==> src/rtl/vend_pkg.sv <==
// Shared vending definitions: coin codes, cent values, default diameters, frame width and tx FSM states.
// Pure declarations: no latency, no flow control.
package vend_pkg;

    localparam int FRAME_BITS = 10;

    typedef enum logic [1:0] {
        COIN_P = 2'd0,
        COIN_N = 2'd1,
        COIN_D = 2'd2,
        COIN_Q = 2'd3
    } coin_t;

    localparam logic [7:0] CENTS_P = 8'd1;
    localparam logic [7:0] CENTS_N = 8'd5;
    localparam logic [7:0] CENTS_D = 8'd10;
    localparam logic [7:0] CENTS_Q = 8'd25;

    // Diameters in 0.001 inch units
    localparam logic [9:0] DIA_Q_DEF = 10'd955;
    localparam logic [9:0] DIA_D_DEF = 10'd705;
    localparam logic [9:0] DIA_N_DEF = 10'd835;
    localparam logic [9:0] DIA_P_DEF = 10'd750;

    typedef enum logic [2:0] {
        ST_IDLE   = 3'd0,
        ST_SELECT = 3'd1,
        ST_SHIFT  = 3'd2,
        ST_GAP    = 3'd3,
        ST_DONE   = 3'd4
    } tx_state_t;

    // Greedy choice; only meaningful when rem != 0
    function automatic coin_t pick_coin(input logic [7:0] rem);
        if (rem >= CENTS_Q)      return COIN_Q;
        else if (rem >= CENTS_D) return COIN_D;
        else if (rem >= CENTS_N) return COIN_N;
        else                     return COIN_P;
    endfunction

    function automatic logic [7:0] coin_cents(input coin_t c);
        case (c)
            COIN_Q:  return CENTS_Q;
            COIN_D:  return CENTS_D;
            COIN_N:  return CENTS_N;
            default: return CENTS_P;
        endcase
    endfunction

endpackage

==> src/rtl/coin_frame_shifter.sv <==
// 10-bit PISO, MSB first: frame bit 9 appears the cycle after load, last_bit flags bit 0.
// No backpressure; shifts whenever shift_en is high during an active frame.
module coin_frame_shifter
    import vend_pkg::*;
(
    input  logic                  clk,
    input  logic                  reset,
    input  logic                  load,
    input  logic                  shift_en,
    input  logic [FRAME_BITS-1:0] din,
    output logic                  serial,
    output logic                  active,
    output logic                  last_bit
);

    logic [FRAME_BITS-1:0] sreg;
    logic [3:0]            bit_cnt;

    // Zero fill means the register is empty after a full frame, so serial idles low
    always_ff @(posedge clk) begin
        if (!reset) begin
            sreg    <= '0;
            bit_cnt <= 4'd0;
            active  <= 1'b0;
        end else if (load) begin
            sreg    <= din;
            bit_cnt <= 4'd0;
            active  <= 1'b1;
        end else if (shift_en && active) begin
            sreg <= {sreg[FRAME_BITS-2:0], 1'b0};
            if (last_bit) begin
                active  <= 1'b0;
                bit_cnt <= 4'd0;
            end else begin
                bit_cnt <= bit_cnt + 4'd1;
            end
        end
    end

    assign serial   = sreg[FRAME_BITS-1];
    assign last_bit = active && (bit_cnt == 4'(FRAME_BITS - 1));

endmodule

==> src/rtl/coin_change_tx.sv <==
// Change-return transmitter: splits amount greedily into coins and sends one diameter frame per coin.
// Done lands 2 + K*(11+GAP_CYC) cycles after start; start is ignored (not queued) while busy.
module coin_change_tx
    import vend_pkg::*;
#(
    parameter int         GAP_CYC = 4,
    parameter logic [9:0] DIA_Q   = DIA_Q_DEF,
    parameter logic [9:0] DIA_D   = DIA_D_DEF,
    parameter logic [9:0] DIA_N   = DIA_N_DEF,
    parameter logic [9:0] DIA_P   = DIA_P_DEF
) (
    input  logic       clk,
    input  logic       reset,
    input  logic       start,
    input  logic [7:0] amount,
    output logic       busy,
    output logic       done,
    output logic       serialOut,
    output logic       enable,
    output logic [1:0] coin_type,
    output logic [3:0] coin_cnt
);

    localparam int             GW       = $clog2(GAP_CYC + 1);
    localparam logic [GW-1:0]  GAP_LAST = GW'(GAP_CYC - 1);

    tx_state_t       state, state_nxt;
    logic [7:0]      rem;
    logic [GW-1:0]   gap_cnt;
    coin_t           coin_sel;
    logic [9:0]      dia_sel;
    logic            load, shift_en, last_bit;
    logic            busy_d, done_d;

    always_ff @(posedge clk) begin
        if (!reset) state <= ST_IDLE;
        else        state <= state_nxt;
    end

    always_comb begin
        state_nxt = state;
        case (state)
            ST_IDLE:   if (start) state_nxt = ST_SELECT;
            ST_SELECT: state_nxt = (rem == 8'd0) ? ST_DONE : ST_SHIFT;
            ST_SHIFT:  if (last_bit) state_nxt = ST_GAP;
            ST_GAP:    if (gap_cnt == GAP_LAST) state_nxt = ST_SELECT;
            ST_DONE:   state_nxt = ST_IDLE;
            default:   state_nxt = ST_IDLE;
        endcase
    end

    // Outputs are registered from the next state so they line up with the state they describe
    always_comb begin
        busy_d   = (state_nxt != ST_IDLE);
        done_d   = (state_nxt == ST_DONE);
        load     = (state == ST_SELECT) && (rem != 8'd0);
        shift_en = (state == ST_SHIFT);
    end

    always_comb begin
        coin_sel = pick_coin(rem);
        case (coin_sel)
            COIN_Q:  dia_sel = DIA_Q;
            COIN_D:  dia_sel = DIA_D;
            COIN_N:  dia_sel = DIA_N;
            default: dia_sel = DIA_P;
        endcase
    end

    always_ff @(posedge clk) begin
        if (!reset) begin
            rem       <= 8'd0;
            gap_cnt   <= '0;
            coin_type <= 2'd0;
            coin_cnt  <= 4'd0;
            busy      <= 1'b0;
            done      <= 1'b0;
        end else begin
            busy <= busy_d;
            done <= done_d;
            if (state == ST_IDLE && start) begin
                rem      <= amount;
                coin_cnt <= 4'd0;
            end
            if (load) begin
                rem       <= rem - coin_cents(coin_sel);
                coin_type <= coin_sel;
                coin_cnt  <= coin_cnt + 4'd1;
            end
            if (state == ST_GAP) gap_cnt <= gap_cnt + 1'b1;
            else                 gap_cnt <= '0;
        end
    end

    coin_frame_shifter u_shifter (
        .clk      (clk),
        .reset    (reset),
        .load     (load),
        .shift_en (shift_en),
        .din      (dia_sel),
        .serial   (serialOut),
        .active   (enable),
        .last_bit (last_bit)
    );

endmodule

==> config.mk <==
export PLATFORM = sky130hd
export DESIGN_NAME = coin_change_tx
export DESIGN_NICKNAME = d
export VERILOG_FILES = /design/src/rtl/vend_pkg.sv /design/src/rtl/coin_frame_shifter.sv /design/src/rtl/coin_change_tx.sv
export SDC_FILE = /design/constraint.sdc
export NUM_CORES = 1
export LEC_CHECK = 0
export ABC_CLOCK_PERIOD_IN_PS = 2850
export CORE_MARGIN = 2
export CORE_UTILIZATION = 52
export CTS_BUF_LIST = sky130_fd_sc_hd__clkbuf_8
export DETAILED_ROUTE_END_ITERATION = 8
export PLACE_DENSITY_LB_ADDON = 0.15
export SLEW_MARGIN = 15
export SYNTH_ARGS = -nofsm -noshare
export SYNTH_HDL_FRONTEND = slang
export SYNTH_HIERARCHICAL = 1
export SYNTH_SLANG_ARGS = --single-unit
==> constraint.sdc <==
create_clock -name clk -period 2.85 [get_ports clk]
set_input_delay 0.57 -clock clk [delete_from_list [all_inputs] [get_ports clk]]
set_output_delay 0.57 -clock clk [all_outputs]
set_load 0.01 [all_outputs]
==> results of run 1 <==
[cells by family after synthesis]
group | after synthesis | share of synthesized area, %
AO/OA/AOI/OAI | 64 | 20.91
other | 1 | 0.1910
adder cells (fa/ha/maj) | 11 | 7.393
AND/OR/NAND/NOR | 80 | 22.75
buffers and inverters | 18 | 4.016
multiplexers | 12 | 6.119
flip-flops | 37 | 37.73
XOR/XNOR | 2 | 0.8925
[worst max path at each step]
stage            from      to  slack [ns]  cells past startpoint
6_report       rem[0]  rem[5]        0.17                      9
5_1_grt        rem[5]  rem[4]        0.05                     12
4_1_cts        rem[7]  rem[6]        0.05                     11
3_5_place_dp   rem[7]  rem[6]        0.06                     11
3_3_place_gp   rem[5]  rem[6]        0.14                     11
2_1_floorplan  rem[7]  rem[6]        0.18                     11
[power by group through the flow]
| stage | logic, mW | clock network [mW] | registers [mW] |
|---|---|---|---|
| 2_1_floorplan | 0.534 | 0 | 0.666 |
| 3_3_place_gp | 0.747 | 0 | 0.671 |
| 3_5_place_dp | 0.766 | 0 | 0.673 |
| 4_1_cts | 0.768 | 0.348 | 0.661 |
| 5_1_grt | 0.889 | 0.366 | 0.674 |
| 6_report | 0.796 | 0.338 | 0.661 |
[cell type report]
cell class	instances	area (um2)	share of cell area, %
multi-input cells	170	1159	49.55
well taps	48	60.06	2.568
inverters	8	30.03	1.284
clock buffers	5	68.82	2.943
clock inverters	1	5.005	0.2140
flip-flops and latches	37	740.7	31.67
repair buffers	30	275.3	11.77
[critical path, stage by stage (launching register included)]
cell and delay, ns:
dfxtp_1 0.32, or3_4 0.42, a31oi_1 0.27, nand2b_2 0.14, ha_1 0.29, nor2b_1 0.15, o31ai_1 0.29, a21oi_1 0.19
and3_1 0.22, o31a_1 0.27
[sequential cells by signal, indices dropped and copies added (netlist names)]
register,count
rem,8
gap_cnt,3
done,1
u_shifter/bit_cnt,4
u_shifter/active,1
u_shifter/sreg,10
coin_type,2
busy,1
coin_cnt,4
state,3
[cell usage after synthesis, types with 2 or more instances]
library cell	count
nor4_1	2
a21boi_0	6
dfxtp_1	37
a211oi_1	4
or3_1	4
nand2_1	22
inv_1	8
nor3_1	2
nor2b_1	6
nor2_1	14
o21a_1	4
ha_1	10
or3_4	2
o21ai_0	19
nand2b_1	4
a21oi_1	13
and3_1	3
a31oi_1	3
nor3b_1	3
clkbuf_1	8
nand3b_1	2
mux2i_1	12
nand3_1	4
a22oi_1	3
and2_1	2
[metal layers]
metal | vias to the layer above | GRT usage [%] | part of all wire [%]
li1 | 861 | - | -
met1 | 795 | 25.70 | 47
met2 | 27 | 35.84 | 48
met3 | 5 | 5.137 | 3.5
met4 | 0 | 7.031 | 1.3
met5 | - | 0 | 0
[stage by stage]
stage / utilization, % / power (mW) / std cells / setup slack, ns
after floorplan: - / 1.201 / 225 / 0.1755
after global placement: 61.91 / 1.418 / 293 / 0.1415
final: 64.36 / 1.795 / 299 / 0.1684
after global routing: 64.36 / 1.929 / 299 / 0.05211
after detailed placement: 61.91 / 1.438 / 293 / 0.06228
after CTS: 63.95 / 1.777 / 299 / 0.04542
[repair_timing]
item / CTS / global route
hold buffers: 0 / 0
setup buffers: 0 / 0
endpoints found under the setup margin: 0 / 4
gates resized for setup: 0 / 5
==> results.json, run 1 <==
{
  "min_period_over_period_pct": 94.09,
  "relSlewSlack_pct": 65.10,
  "die_area_um2": 4283,
  "outcome": "finished clean",
  "synth_top_area_share_pct": 37.73,
  "synth-async-reset-ratio_pct": 0,
  "overflow": 0,
  "layout_common_cells": "37 x dfxtp_1, 22 x nand2_1, 20 x clkdlybuf4s50_1",
  "layout_commonest_cell": "dfxtp_1",
  "holdPathStages": 1,
  "clock.fmax_ghz": 0.3729,
  "hold_class": "flip-flop to flip-flop",
  "place.gp.congestion": 0.8420,
  "root_buffer": "clkbuf_8",
  "power.density_nw_per_um2": 767.5,
  "grt_max_degree": 28,
  "r2r-end": "rem[5]",
  "synthesis.nets": 247,
  "drt_wl_total_um": 4073,
  "first_iter_violations": 124,
  "clock_sinks": 37,
  "first_global_vias": 1553,
  "grt.total_usage_pct": 20.95,
  "hold-path-endpoint": "gap_cnt[0]",
  "min_period_ns": 2.682,
  "worstPathArrival_ns": 2.86,
  "syn_inst": 225,
  "setup_viol": 0,
  "p_int_mw": 1.130,
  "placementRows": 22,
  "leakage_nw": 0.9696,
  "rsz0062_at_grt": "no",
  "r2r_start": "rem[0]",
  "wl_per_cell_um": 13.62,
  "synth_area_um2": 1963,
  "ff2ff_path_depth": 9,
  "final_area_um2": 2338,
  "ff2ff_setup_slack_ns": 0.17,
  "dr.pass1.iters": 4,
  "path_clk_slew_ns": 0.07,
  "viasPerCell": 5.645,
  "ios": 21,
  "setup-tns-final_ns": 0,
  "finClkSkew_ns": 0.003661,
  "cts_tree": "done",
  "clock_path_buffers": 2,
  "numCtsBuffers": 5,
  "synth-seq-area-share_pct": 37.73,
  "core_um2": 3633,
  "synth_edf_count": 0,
  "antenna_found_initial": 0,
  "drive_gt1_share_pct": 11.95,
  "irDropWorstVdd_mv": 0.4278,
  "cap_violations": 0,
  "avgSynthCellArea_um2": 8.725,
  "placed_area_um2": 2250,
  "clock_latency_ns": 0.28,
  "ys.flop_type": "dfxtp_1",
  "switchingPower_mw": 0.6651,
  "power_frac_clock_pct": 18.8,
  "p_comb_share_pct": 44.3,
  "min_from": "gap_cnt[0]",
  "areaGrowthSynthToFinish_pct": 19.12,
  "htreeDepth": 2,
  "yosys_warnings": 6,
  "critical_path_class": "flip-flop to flip-flop",
  "startpoint_type": "flip-flop",
  "crit_path_end_kind": "flip-flop",
  "port_buffers": 20,
  "cp.required_ns": 3.02,
  "dpl.hpwl_um": 2929,
  "hold_viol": 0,
  "pwr-share-seq_pct": 36.9,
  "grt_first_pass_wirelength_um": 6906,
  "antenna_cells": 0,
  "holdWs_ns": 0.4289,
  "die_h_um": 65.45,
  "tightest_slew_ns": 0.5230,
  "fin_nets": 274,
  "drc": 0,
  "synth.distinct_cells": 53,
  "nFillCells": 326,
  "slew_viol_final": 0,
  "antenna_left": 0,
  "synthTopCellsByArea": "dfxtp_1 38%, ha_1 6.4%, mux2i_1 6.1%",
  "die_x_um": 65.45,
  "vias": 1688,
  "cp_max_fo": 5,
  "synth_seq_cells": 37,
  "yosysTopAreaCell": "dfxtp_1",
  "sw_frac_of_total_pct": 37.06,
  "start_util_pct": 54.03
}
(Power assumes the default switching activity.)
==> run 2: changes to the inputs <==
- CORE_MARGIN: 2 -> 1.5
==> results.json, run 2 (synthesized netlist as in run 1, its figures left out) <==
{
  "fin_nets": 275,
  "slew_viol_final": 0,
  "drc": 0,
  "antenna_left": 0,
  "dpl.cell_count": 294,
  "outcome": "finished clean",
  "areaGrowthSynthToFinish_pct": 20.14,
  "rsz0062_at_grt": "no",
  "setup-tns-final_ns": 0,
  "antenna_cells": 0,
  "htreeDepth": 2,
  "cp.required_ns": 3.02,
  "viasPerCell": 5.475,
  "fin_cells": 301,
  "grtUsageMet2_pct": 33.98,
  "cp_max_fo": 5,
  "drive_gt1_share_pct": 12.25,
  "grt.total_usage_pct": 21.35,
  "hold_viol": 0,
  "reg.largest.list": "u_shifter/sreg: 10 flops, rem: 8 flops",
  "min_period_ns": 2.689,
  "first_iter_violations": 62,
  "layout_common_cells": "37 x dfxtp_1, 22 x nand2_1, 20 x clkdlybuf4s50_1",
  "irDropWorstVdd_mv": 0.4801,
  "crit_path_end_kind": "flip-flop",
  "ff2ff_setup_slack_ns": 0.16,
  "leakage_nw": 0.9825,
  "min_period_over_period_pct": 94.37,
  "hold-path-endpoint": "gap_cnt[0]",
  "cpLargestDelayFamily": "compound AO/OA/AOI/OAI gates",
  "post_cts_buffers": 0,
  "grt.met3_usage_pct": 5.208,
  "overflow": 0,
  "clock_latency_ns": 0.29,
  "setup_viol": 0,
  "worstPathArrival_ns": 2.86,
  "die_area_um2": 4153,
  "start_util_pct": 54.03,
  "startpoint_type": "flip-flop",
  "min_from": "gap_cnt[0]",
  "cts_tree": "done",
  "cp_slowest_cell": "or3_4",
  "grt_first_pass_wirelength_um": 6955,
  "clock.fmax_ghz": 0.3718,
  "first_global_vias": 1551,
  "startpoint": "rem[0]",
  "ff2ff_path_depth": 9,
  "path_buf_inv": 0,
  "r2r_start": "rem[0]",
  "nFillCells": 354,
  "registers.top_by_ff_count": "u_shifter/sreg",
  "r2r-end": "rem[5]",
  "power.density_nw_per_um2": 767.2,
  "clock_sinks": 37,
  "port_buffers": 20,
  "die_x_um": 64.45,
  "root_buffer": "clkbuf_8",
  "numCtsBuffers": 5,
  "clock_path_buffers": 2,
  "crit_path_cell_trace": "or3_4 > a31oi_1 > nand2b_2 > ha_1 > nor2b_1 > o31ai_1 > a21oi_1 > and3_1 > o31a_1",
  "placementRows": 22,
  "path_clk_slew_ns": 0.07,
  "core_um2": 3633,
  "die_h_um": 64.45,
  "grt_busiest_layer": "met2",
  "drt_wl_total_um": 3828,
  "dr.pass1.iters": 4,
  "holdPathStages": 1,
  "slowest_delay_ns": 0.42,
  "hold_class": "flip-flop to flip-flop",
  "largest_reg_flops": 10,
  "global_route.usage.met1_pct": 27.69,
  "cts_hold_buf": 0,
  "antenna_found_initial": 0,
  "place.gp.congestion": 0.8853,
  "wl_per_cell_um": 12.72,
  "layout_commonest_cell": "dfxtp_1",
  "critical_path_class": "flip-flop to flip-flop",
  "cap_violations": 0,
  "dpl.hpwl_um": 2729,
  "finClkSkew_ns": 0.006382,
  "grt_max_degree": 28,
  "ios": 21,
  "vias": 1648
}
[run 2: what timing repair did]
action,CTS,global route
endpoints found under the setup margin,1,4
resized for setup,1,4
pin swaps,0,0
[run 2: through the flow]
step           instance area (um2)  setup slack (ns)  hold slack (ns)  power, mW  util, %
4_1_cts                       2346           0.06522           0.4232      1.792    64.57
6_report                      2359            0.1606           0.4199      1.809    64.91
3_3_place_gp                  2257            0.1267           0.4094      1.421    62.12
3_5_place_dp                  2257           0.02222           0.4134      1.424    62.12
2_1_floorplan                 1963            0.1755           0.3992      1.201        -
5_1_grt                       2359           0.02218           0.4767      1.963    64.91
[run 2: report_power, final]
group / internal [mW] / switching (mW)
clock network: 0.188 / 0.174
registers: 0.595 / 0.0670
logic: 0.374 / 0.411
total: 1.16 / 0.652
[run 2: worst max path at each step]
stage / to / slack, ns / depth (start not counted)
after CTS: rem[6] / 0.07 / 11
final: rem[5] / 0.16 / 9
after floorplan: rem[6] / 0.18 / 11
after detailed placement: rem[6] / 0.02 / 11
after global routing: rem[5] / 0.02 / 10
after global placement: rem[6] / 0.13 / 11
[run 2: worst reg2reg max path: cells and delay by family, from the launching register on]
kind                       cells  cell delay [ns]
AOI/OAI and AO/OA              4             1.05
adders and majority gates      1             0.28
DFF                            1             0.32
and+or+nand+nor                4             0.92
[run 2: area by class of cell]
type                       count  area, um2  area share (%)
clock inverter                 1      3.754          0.1592
sequential                    37      740.7           31.41
tap                           48      60.06           2.546
clock buffer                   6      82.58           3.501
timing repair buffer          31      282.8           11.99
multi-input combinational    170       1159           49.12
inverter                       8      30.03           1.273
[run 2: per-layer routing]
metal  vias up  wire, um
li1        863         -
met1       752      1895
met2        26      1731
met3         7       135
met4         0        65
met5         -         0
